### src/rtl/ifetch_buffer.sv
// ifetch_buffer: instruction fetch stage feeding the CPU's Iin.
// Tracks the CPU PC, fetches 16-bit words from a multi-cycle ROM over a
// req/ack handshake and holds them in a small FIFO of {addr, data} entries.
// Optional feature macro: IFB_PREFETCH_EN (defined -> two-entry FIFO with
// sequential prefetch; undefined -> single entry, fetch only on demand).
module ifetch_buffer #(
  parameter int ADDR_STEP = 2
) (
  input  logic        CLK,
  input  logic        RESET,
  input  logic [7:0]  PC,
  input  logic        ADV,
  output logic [15:0] INST,
  output logic        VALID,
  output logic        MEM_REQ,
  output logic [7:0]  MEM_ADDR,
  input  logic        MEM_ACK,
  input  logic [15:0] MEM_RDATA
);

`ifdef IFB_PREFETCH_EN
  localparam int DEPTH = 2;
`else
  localparam int DEPTH = 1;
`endif

  // Address increment truncated to the 8-bit address space (wraps mod 256).
  localparam logic [7:0] STEP = 8'(ADDR_STEP);

  typedef enum logic [1:0] {S_IDLE, S_FETCH, S_DRAIN} state_t;

  state_t      state_reg, state_next;
  logic [7:0]  addr_reg [DEPTH];
  logic [15:0] data_reg [DEPTH];
  logic [7:0]  shift_addr [DEPTH];
  logic [15:0] shift_data [DEPTH];
  logic [1:0]  count_reg;
  logic [1:0]  count_after_pop;
  logic        head_valid, hit, flush, pop, push, issue;
  logic [7:0]  tail_addr, issue_addr;
  logic        mem_req_reg;
  logic [7:0]  mem_addr_reg;

  // Head entry decides hit/miss against the PC the CPU wants right now.
  assign head_valid = (count_reg != 2'd0);
  assign hit        = head_valid && (addr_reg[0] == PC);
  assign flush      = head_valid && !hit;
  assign pop        = ADV && hit;

  // Occupancy once this edge's pop or flush has been applied.
  assign count_after_pop = flush ? 2'd0 : (count_reg - {1'b0, pop});

  assign VALID    = hit;
  assign INST     = hit ? data_reg[0] : 16'h0000;
  assign MEM_REQ  = mem_req_reg;
  assign MEM_ADDR = mem_addr_reg;

  // Select the youngest buffered entry's address for sequential prefetch.
  always_comb begin
    tail_addr = addr_reg[0];
    for (int i = 0; i < DEPTH; i++) begin
      if (count_reg == 2'(i + 1)) tail_addr = addr_reg[i];
    end
  end

  // Empty after pop/flush -> fetch the PC itself, otherwise continue the run.
  assign issue_addr = (count_after_pop == 2'd0) ? PC : (tail_addr + STEP);

  // Fetch FSM state register.
  always_ff @(posedge CLK) begin
    if (RESET) state_reg <= S_IDLE;
    else       state_reg <= state_next;
  end

  // Next-state, request issue and push decision.
  always_comb begin
    state_next = state_reg;
    issue      = 1'b0;
    push       = 1'b0;
    case (state_reg)
      S_IDLE: begin
        if (count_after_pop < 2'(DEPTH)) begin
          issue      = 1'b1;
          state_next = S_FETCH;
        end
      end
      S_FETCH: begin
        if (MEM_ACK) begin
          // With entries left the outstanding word is always the next
          // sequential one; with none left it must match the current PC.
          push       = !flush && ((count_after_pop != 2'd0) || (mem_addr_reg == PC));
          state_next = S_IDLE;
        end else if (flush) begin
          state_next = S_DRAIN;
        end
      end
      S_DRAIN: begin
        if (MEM_ACK) state_next = S_IDLE;
      end
      default: state_next = S_IDLE;
    endcase
  end

  // Registered ROM request; address only changes when a new request starts.
  always_ff @(posedge CLK) begin
    if (RESET) begin
      mem_req_reg  <= 1'b0;
      mem_addr_reg <= 8'h00;
    end else begin
      mem_req_reg <= (state_next != S_IDLE);
      if (issue) mem_addr_reg <= issue_addr;
    end
  end

  // FIFO occupancy tracks the net effect of pop/flush and push.
  always_ff @(posedge CLK) begin
    if (RESET) count_reg <= 2'd0;
    else       count_reg <= count_after_pop + {1'b0, push};
  end

  // Per-entry storage: entry 0 is the head, pops shift the queue forward.
  for (genvar gi = 0; gi < DEPTH; gi++) begin : g_entry
    if (gi + 1 < DEPTH) begin : g_src
      assign shift_addr[gi] = addr_reg[gi + 1];
      assign shift_data[gi] = data_reg[gi + 1];
    end else begin : g_last
      assign shift_addr[gi] = addr_reg[gi];
      assign shift_data[gi] = data_reg[gi];
    end

    // Write the incoming word at the first free slot, else shift on pop.
    always_ff @(posedge CLK) begin
      if (push && (count_after_pop == 2'(gi))) begin
        addr_reg[gi] <= mem_addr_reg;
        data_reg[gi] <= MEM_RDATA;
      end else if (pop) begin
        addr_reg[gi] <= shift_addr[gi];
        data_reg[gi] <= shift_data[gi];
      end
    end
  end

endmodule
### config.mk
export PLATFORM = sky130hd
export DESIGN_NAME = ifetch_buffer
export DESIGN_NICKNAME = d
export VERILOG_FILES = /design/src/rtl/ifetch_buffer.sv
export SDC_FILE = /design/constraint.sdc
export NUM_CORES = 1
export LEC_CHECK = 0
export BUFFER_PORTS_ARGS = -buffer_cell sky130_fd_sc_hd__buf_2
export CAP_MARGIN = 20
export CELL_PAD_IN_SITES_DETAIL_PLACEMENT = 1
export CELL_PAD_IN_SITES_GLOBAL_PLACEMENT = 2
export CORE_MARGIN = 1
export CORE_UTILIZATION = 28
export DETAILED_ROUTE_END_ITERATION = 16
export PLACE_DENSITY_LB_ADDON = 0.1
export SLEW_MARGIN = 30
export SYNTH_ARGS = -nofsm -noshare
export SYNTH_HDL_FRONTEND = slang
export SYNTH_SLANG_ARGS = --single-unit
### constraint.sdc
create_clock -name CLK -period 4.38 [get_ports CLK]
set_input_delay 0 -clock CLK [delete_from_list [all_inputs] [get_ports CLK]]
set_output_delay 0 -clock CLK [all_outputs]
set_load 0.1 [all_outputs]
==> results.toml, run 1 <==
[layout]
nets = 237
largest_reg_flops = 16
drive_gt1_frac = 0.3221
stdcell_count = 280
areaGrowthSynthToFinish_pct = 37.75
diodes = 0
fillers = 639

[logic_synthesis]
syn_area_sq_mm = 0.001644
avgSynthCellArea_sq_um = 12.55
synth.distinct_cells = 28
synth_edf_count = 24
ys_seq_elements = 37
ys.flop_type = "edfxtp_1"
syn-num-nets = 161
yosysSeqAreaShare = 0.5967
synthCells = 131
ys_async_sr_fraction = 0
yosys_warnings = 0

[worst_setup_path]
reg2regPathDepth = 12
crit_required_ns = 4.60
regToRegEndpoint = "count_reg[1]"
worstSetupEndpoint = "count_reg[1]"
cp.depth = 12
cp_slowest_cell = "nor2_2"
cpPeakStageDelay_ns = 0.44
start_kind = "flip-flop"
crit_chain = "xor2_1, nor4_2, nand2_1, nor2_2, and2_1, ha_1, xnor2_1, and2_1, a21oi_1, ha_1, or3_1, a21oi_1"
reg2reg_from = "addr_reg[0][0]"
critical_path_class = "reg2reg"
critPathCaptureType = "flip-flop"
crit_family = "simple AND/OR/NAND/NOR gates"
crit_path_start = "addr_reg[0][0]"
r2r_setup_slack_ns = 1.32
path_buf_inv = 0
worstPathArrival_ns = 3.28
crit_fanout = 18

[global_routing]
grt_pass1_vias = 1314
overflow = 0
grt_pass1_wl_um = 6147
track_usage = 0.1348
grt_max_degree = 22
antenna_found_initial = 0

[routing]
viasPerCell = 4.250
ant_nets = 0
dr.pass1.iters = 2
post_drt_wl_per_cell_um = 13.05
finalWirelength_um = 3655
vias = 1190
drtIter0Drc = 21
drc = 0

[timing]
fmax_ghz = 0.3270
final.min_clock_period_ns = 3.058
rsz0062_at_grt = "false"
hold_viol = 0
hold_slack_ns = 0.006033
relSlewSlack = 0.6418
worstMarginPinSlew_ns = 0.5368
fin_setup_tns_ns = 0
finalSetupViolCount = 0
drv_slew = 0
fin_crit_sh = 0.6981
fin_skew_ns = 0.005852

[power_and_ir_drop]
power_frac_comb = 0.151
p_seq_frac = 0.534
power_leakage_nw = 0.9696
p_per_area_mw_per_mm2 = 318.6
p_int_w = 0.0005277
p_sw_w = 0.0001938
clkPwrFrac = 0.315
p_sw_frac = 0.2686
peakVddDrop_mv = 0.1535

[worst_hold_path]
min_path_type = "in2reg"
min_path_cells = 3
min_from = "PC[1]"

[floorplan]
die_w_um = 78.63
fp.dieH_um = 78.63
initial_core_util = 0.2949
fp.dieArea_sq_mm = 0.006182
io_pins = 54
rows = 27
core_area_sq_mm = 0.005574

[placed_design]
gp_congestion = 0.6767
dp_hpwl_um = 2654
port_buffers = 53
dp.cells = 255

[outcome]
status = "complete, no violations"

[clock_network]
clkSinkCount = 37
cts_resized = 0
cts_buffers = 5
cts_buffer_depth = 2
cts_tree = "built"
clk_pin_slew_ns = 0.07
clock_latency_ns = 0.29
cts-root-buf = "clkbuf_8"
htreeDepth = 2

[job]
maxCapViolations = 0
## layer usage
layer / up-vias / track usage / wire length (um)
met1: 559 / 0.1571 / 1579
met2: 27 / 0.2304 / 1861
li1: 597 / - / -
met3: 7 / 0.04535 / 160
met5: - / 0 / 0
met4: 0 / 0.04444 / 54
## kinds of logic (layout without fill, tap and decap cells)
family / after synthesis / after routing / share of synthesized area
DFF: 37 / 37 / 0.5967
adders and majority gates: 2 / 2 / 0.01522
buffers and inverters: 5 / 82 / 0.01446
and+or+nand+nor: 52 / 52 / 0.1971
muxes: 8 / 8 / 0.04871
xor gates and xnor gates: 17 / 17 / 0.09056
AOI/OAI and AO/OA: 10 / 10 / 0.03729
## worst reg2reg max path, cell delays in order (launching register included)
cell      delay [ns]
edfxtp_1        0.38
xor2_1          0.18
nor4_2          0.37
nand2_1         0.11
nor2_2          0.44
and2_1          0.21
ha_1            0.15
xnor2_1         0.15
and2_1          0.23
a21oi_1         0.09
ha_1            0.21
or3_1           0.36
a21oi_1         0.13
## worst min-delay path by stage
| stage | to | slack, ns |
|---|---|---|
| floorplan | state_reg[1] | 0.08 |
| global placement | data_reg[0][15] | 0.18 |
| detailed placement | data_reg[0][11] | 0.18 |
| CTS | MEM_ADDR[0] | 0.000008 |
| global route | MEM_ADDR[4] | 0.002 |
| finish | MEM_ADDR[1] | 0.006 |
## metrics by stage
step | util | setup slack [ns] | area, sq um | total power, W
final | 0.4063 | 1.322 | 2265 | 0.0007215
after global placement | 0.3612 | 1.337 | 2013 | 0.0004899
after detailed placement | 0.3612 | 1.225 | 2013 | 0.0004914
after floorplan | - | 0.6719 | 1649 | 0.0004619
after global routing | 0.4063 | 0.9321 | 2265 | 0.0007611
after CTS | 0.4063 | 1.201 | 2265 | 0.0007348
## synthesized netlist by cell type (2+ instances only)
cell	n	area share
nor2b_1	3	0.011
nor2_1	4	0.0091
nor4_2	2	0.015
ha_1	2	0.015
a21oi_1	4	0.012
nand2b_1	16	0.061
and2_1	18	0.068
dfxtp_1	13	0.16
nand2_1	2	0.0046
o21ai_1	2	0.0061
clkbuf_1	2	0.0046
edfxtp_1	24	0.44
nor4_1	2	0.0076
xor2_1	16	0.085
mux2i_1	8	0.049
## cell usage in the layout, fill, tap and decap left out, types with 5 or more instances in the layout
master         synthesis  layout
mux2i_1                8       8
xor2_1                16      16
edfxtp_1              24      24
clkbuf_8               0       5
dlygate4sd3_1          0      17
buf_2                  1      53
nand2b_1              16      16
and2_1                18      18
dfxtp_1               13      13
## power groups by stage
| stage | clock network [W] | registers, W | logic [W] |
|---|---|---|---|
| final | 0.000228 | 0.000385 | 0.000109 |
| after floorplan | 0 | 0.000435 | 0.0000270 |
| after global placement | 0 | 0.000393 | 0.0000972 |
| after detailed placement | 0 | 0.000393 | 0.0000985 |
| after CTS | 0.000239 | 0.000385 | 0.000110 |
| after global routing | 0.000259 | 0.000386 | 0.000116 |
## repair_timing
item | 4_1_cts | 5_1_grt
setup buffers | 0 | 0
endpoints found under the hold margin | 17 | 0
hold buffers | 17 | 0
## layout make-up
| cell class | instances | area (sq um) | area share |
|---|---|---|---|
| Clock buffer | 7 | 76.32 | 0.03370 |
| Inverter | 1 | 3.754 | 0.001657 |
| Multi-Input combinational cell | 89 | 650.6 | 0.2873 |
| Timing Repair Buffer | 73 | 457.9 | 0.2022 |
| Sequential cell | 37 | 980.9 | 0.4331 |
| Tap cell | 72 | 90.09 | 0.03978 |
| Clock inverter | 1 | 5.005 | 0.002210 |
No activity file was read; power rests on OpenSTA's default activity.
==> run 2: changes to the inputs <==
clock period = 2.6 ns   (was 4.38 ns; I/O delays follow)
==> run 2 against run 1 <==
Core utilization rose by 2.9 points. Cell count increased by 3.2%. Highest routed layer unchanged. Critical endpoint unchanged. Largest power group unchanged. Largest cell class unchanged. Cell area up 7.2%. Critical path type unchanged. Combinational power increased by 72%. Register-to-register slack worse by 1.2 ns. Clock skew down 0.0016 ns.
==> results.toml, run 2 (synthesis gave the netlist of run 1 again) <==
[routing]
dr.pass1.iters = 4
finalWirelength_um = 3843
viasPerCell = 4.339
ant_nets = 0
drtIter0Drc = 19
drc = 0
post_drt_wl_per_cell_um = 13.30
vias = 1254

[clock_network]
clk_pin_slew_ns = 0.07
cts_tree = "built"
cts-root-buf = "clkbuf_8"
cts_buffer_depth = 2
htreeDepth = 2
cts_buffers = 5
clkSinkCount = 37
clock_latency_ns = 0.28

[global_routing]
track_usage = 0.1339
grt_max_degree = 22
grt_pass1_wl_um = 6182
antenna_found_initial = 0
grt_pass1_vias = 1317
overflow = 0

[power_and_ir_drop]
peakVddDrop_mv = 0.2218
power_leakage_nw = 1.029
power.total_w = 0.001213
p_int_w = 0.0008897
p_sw_w = 0.0003230
p_per_area_mw_per_mm2 = 499.6
p_seq_frac = 0.535
clkPwrFrac = 0.310
p_sw_frac = 0.2663
power_frac_comb = 0.154

[layout]
largest_reg_flops = 16
fin_util = 0.4355
areaGrowthSynthToFinish_pct = 47.64
layout_common_cells = "buf_2, edfxtp_1, dlygate4sd3_1"
nets = 246
drive_gt1_frac = 0.3779
final_common_cell = "buf_2"
diodes = 0

[floorplan]
initial_core_util = 0.2949
fp.dieH_um = 78.63
io_pins = 54
die_w_um = 78.63
rows = 27
fp.dieArea_sq_mm = 0.006182
core_area_sq_mm = 0.005574

[timing]
fin_setup_tns_ns = 0
worstMarginPinSlew_ns = 0.4883
fmax_ghz = 0.4032
rsz0062_at_grt = "true"
fin_skew_ns = 0.004280
finalSetupViolCount = 0
hold_viol = 0
fin_crit_sh = 0.9539
drv_slew = 0
final.min_clock_period_ns = 2.480
relSlewSlack = 0.6767
setup_ws_ns = 0.1199

[worst_hold_path]
min_to = "MEM_ADDR[7]"
min_from = "PC[7]"
min_path_type = "in2reg"
min_path_cells = 3

[placed_design]
port_buffers = 53
dp_hpwl_um = 2684
dp_slack_ns = 0.0008691
gp_congestion = 0.6946

[worst_setup_path]
reg2regPathDepth = 12
crit_fanout = 4
reg2reg_from = "addr_reg[0][3]"
crit_required_ns = 2.82
r2r_setup_slack_ns = 0.12
critPathCaptureType = "flip-flop"
critical_path_class = "reg2reg"
regToRegEndpoint = "count_reg[1]"
worstPathArrival_ns = 2.70
start_kind = "flip-flop"

[outcome]
status = "complete, no violations"

[job]
maxCapViolations = 0
## run 2: through the flow
| step | hold WS [ns] | area [sq um] | cells |
|---|---|---|---|
| 2_1_floorplan | 0.07931 | 1703 | 131 |
| 3_3_place_gp | 0.1762 | 2073 | 257 |
| 3_5_place_dp | 0.1787 | 2073 | 257 |
| 4_1_cts | 0.002364 | 2331 | 283 |
| 5_1_grt | 0.008823 | 2427 | 289 |
| 6_report | 0.006379 | 2427 | 289 |
## run 2: cell type report
cell class | count | area [sq um]
inverter | 1 | 3.754
clock buffer | 7 | 76.32
timing repair buffer | 82 | 566.8
sequential | 37 | 980.9
clock inverter | 1 | 3.754
multi-input combinational | 89 | 705.7
fill | 615 | 3147
tap | 72 | 90.09
## run 2: critical path: stages (launching register included)
cell      delay, ns
edfxtp_1       0.41
xor2_2         0.17
nor4_2         0.29
nand2_1        0.14
nor2_4         0.10
and2_4         0.15
ha_4           0.15
xnor2_4        0.12
and2_4         0.18
a21oi_1        0.07
ha_2           0.18
or3_1          0.31
a21oi_2        0.14
## run 2: how the worst max path moves through the flow
| stage | from | to | slack [ns] | cells after the start |
|---|---|---|---|---|
| 2_1_floorplan | addr_reg[0][4] | addr_reg[0][0] | -0.45 | 10 |
| 3_3_place_gp | addr_reg[0][2] | data_reg[0][2] | 0.14 | 10 |
| 3_5_place_dp | addr_reg[0][2] | count_reg[1] | 0.0009 | 12 |
| 4_1_cts | addr_reg[0][6] | count_reg[1] | 0.02 | 12 |
| 5_1_grt | addr_reg[0][3] | count_reg[1] | -0.04 | 12 |
| 6_report | addr_reg[0][3] | count_reg[1] | 0.12 | 12 |
## run 2: power by group through the flow
stage          clock network [W]  registers (W)  logic [W]
2_1_floorplan                  0       0.000733  0.0000460
3_3_place_gp                   0       0.000661   0.000164
3_5_place_dp                   0       0.000662   0.000166
4_1_cts                 0.000393       0.000649   0.000188
5_1_grt                 0.000414       0.000651   0.000201
6_report                0.000376       0.000649   0.000187
## run 2: metal layers
| metal | global-route usage | share of wire | up-vias |
|---|---|---|---|
| li1 | - | - | 620 |
| met4 | 0.04444 | 0.011 | 0 |
| met3 | 0.04186 | 0.043 | 5 |
| met5 | 0 | 0 | - |
| met2 | 0.2313 | 0.52 | 32 |
| met1 | 0.1557 | 0.43 | 597 |
## run 2: what timing repair did
action                                  CTS  global route
resized for setup                         0             5
pin swaps                                 1             6
cloned                                    0             2
buffers inserted                          1             4
hold buffers                             17             0
endpoints found under the setup margin    1            25
hold endpoints to repair                 17             0
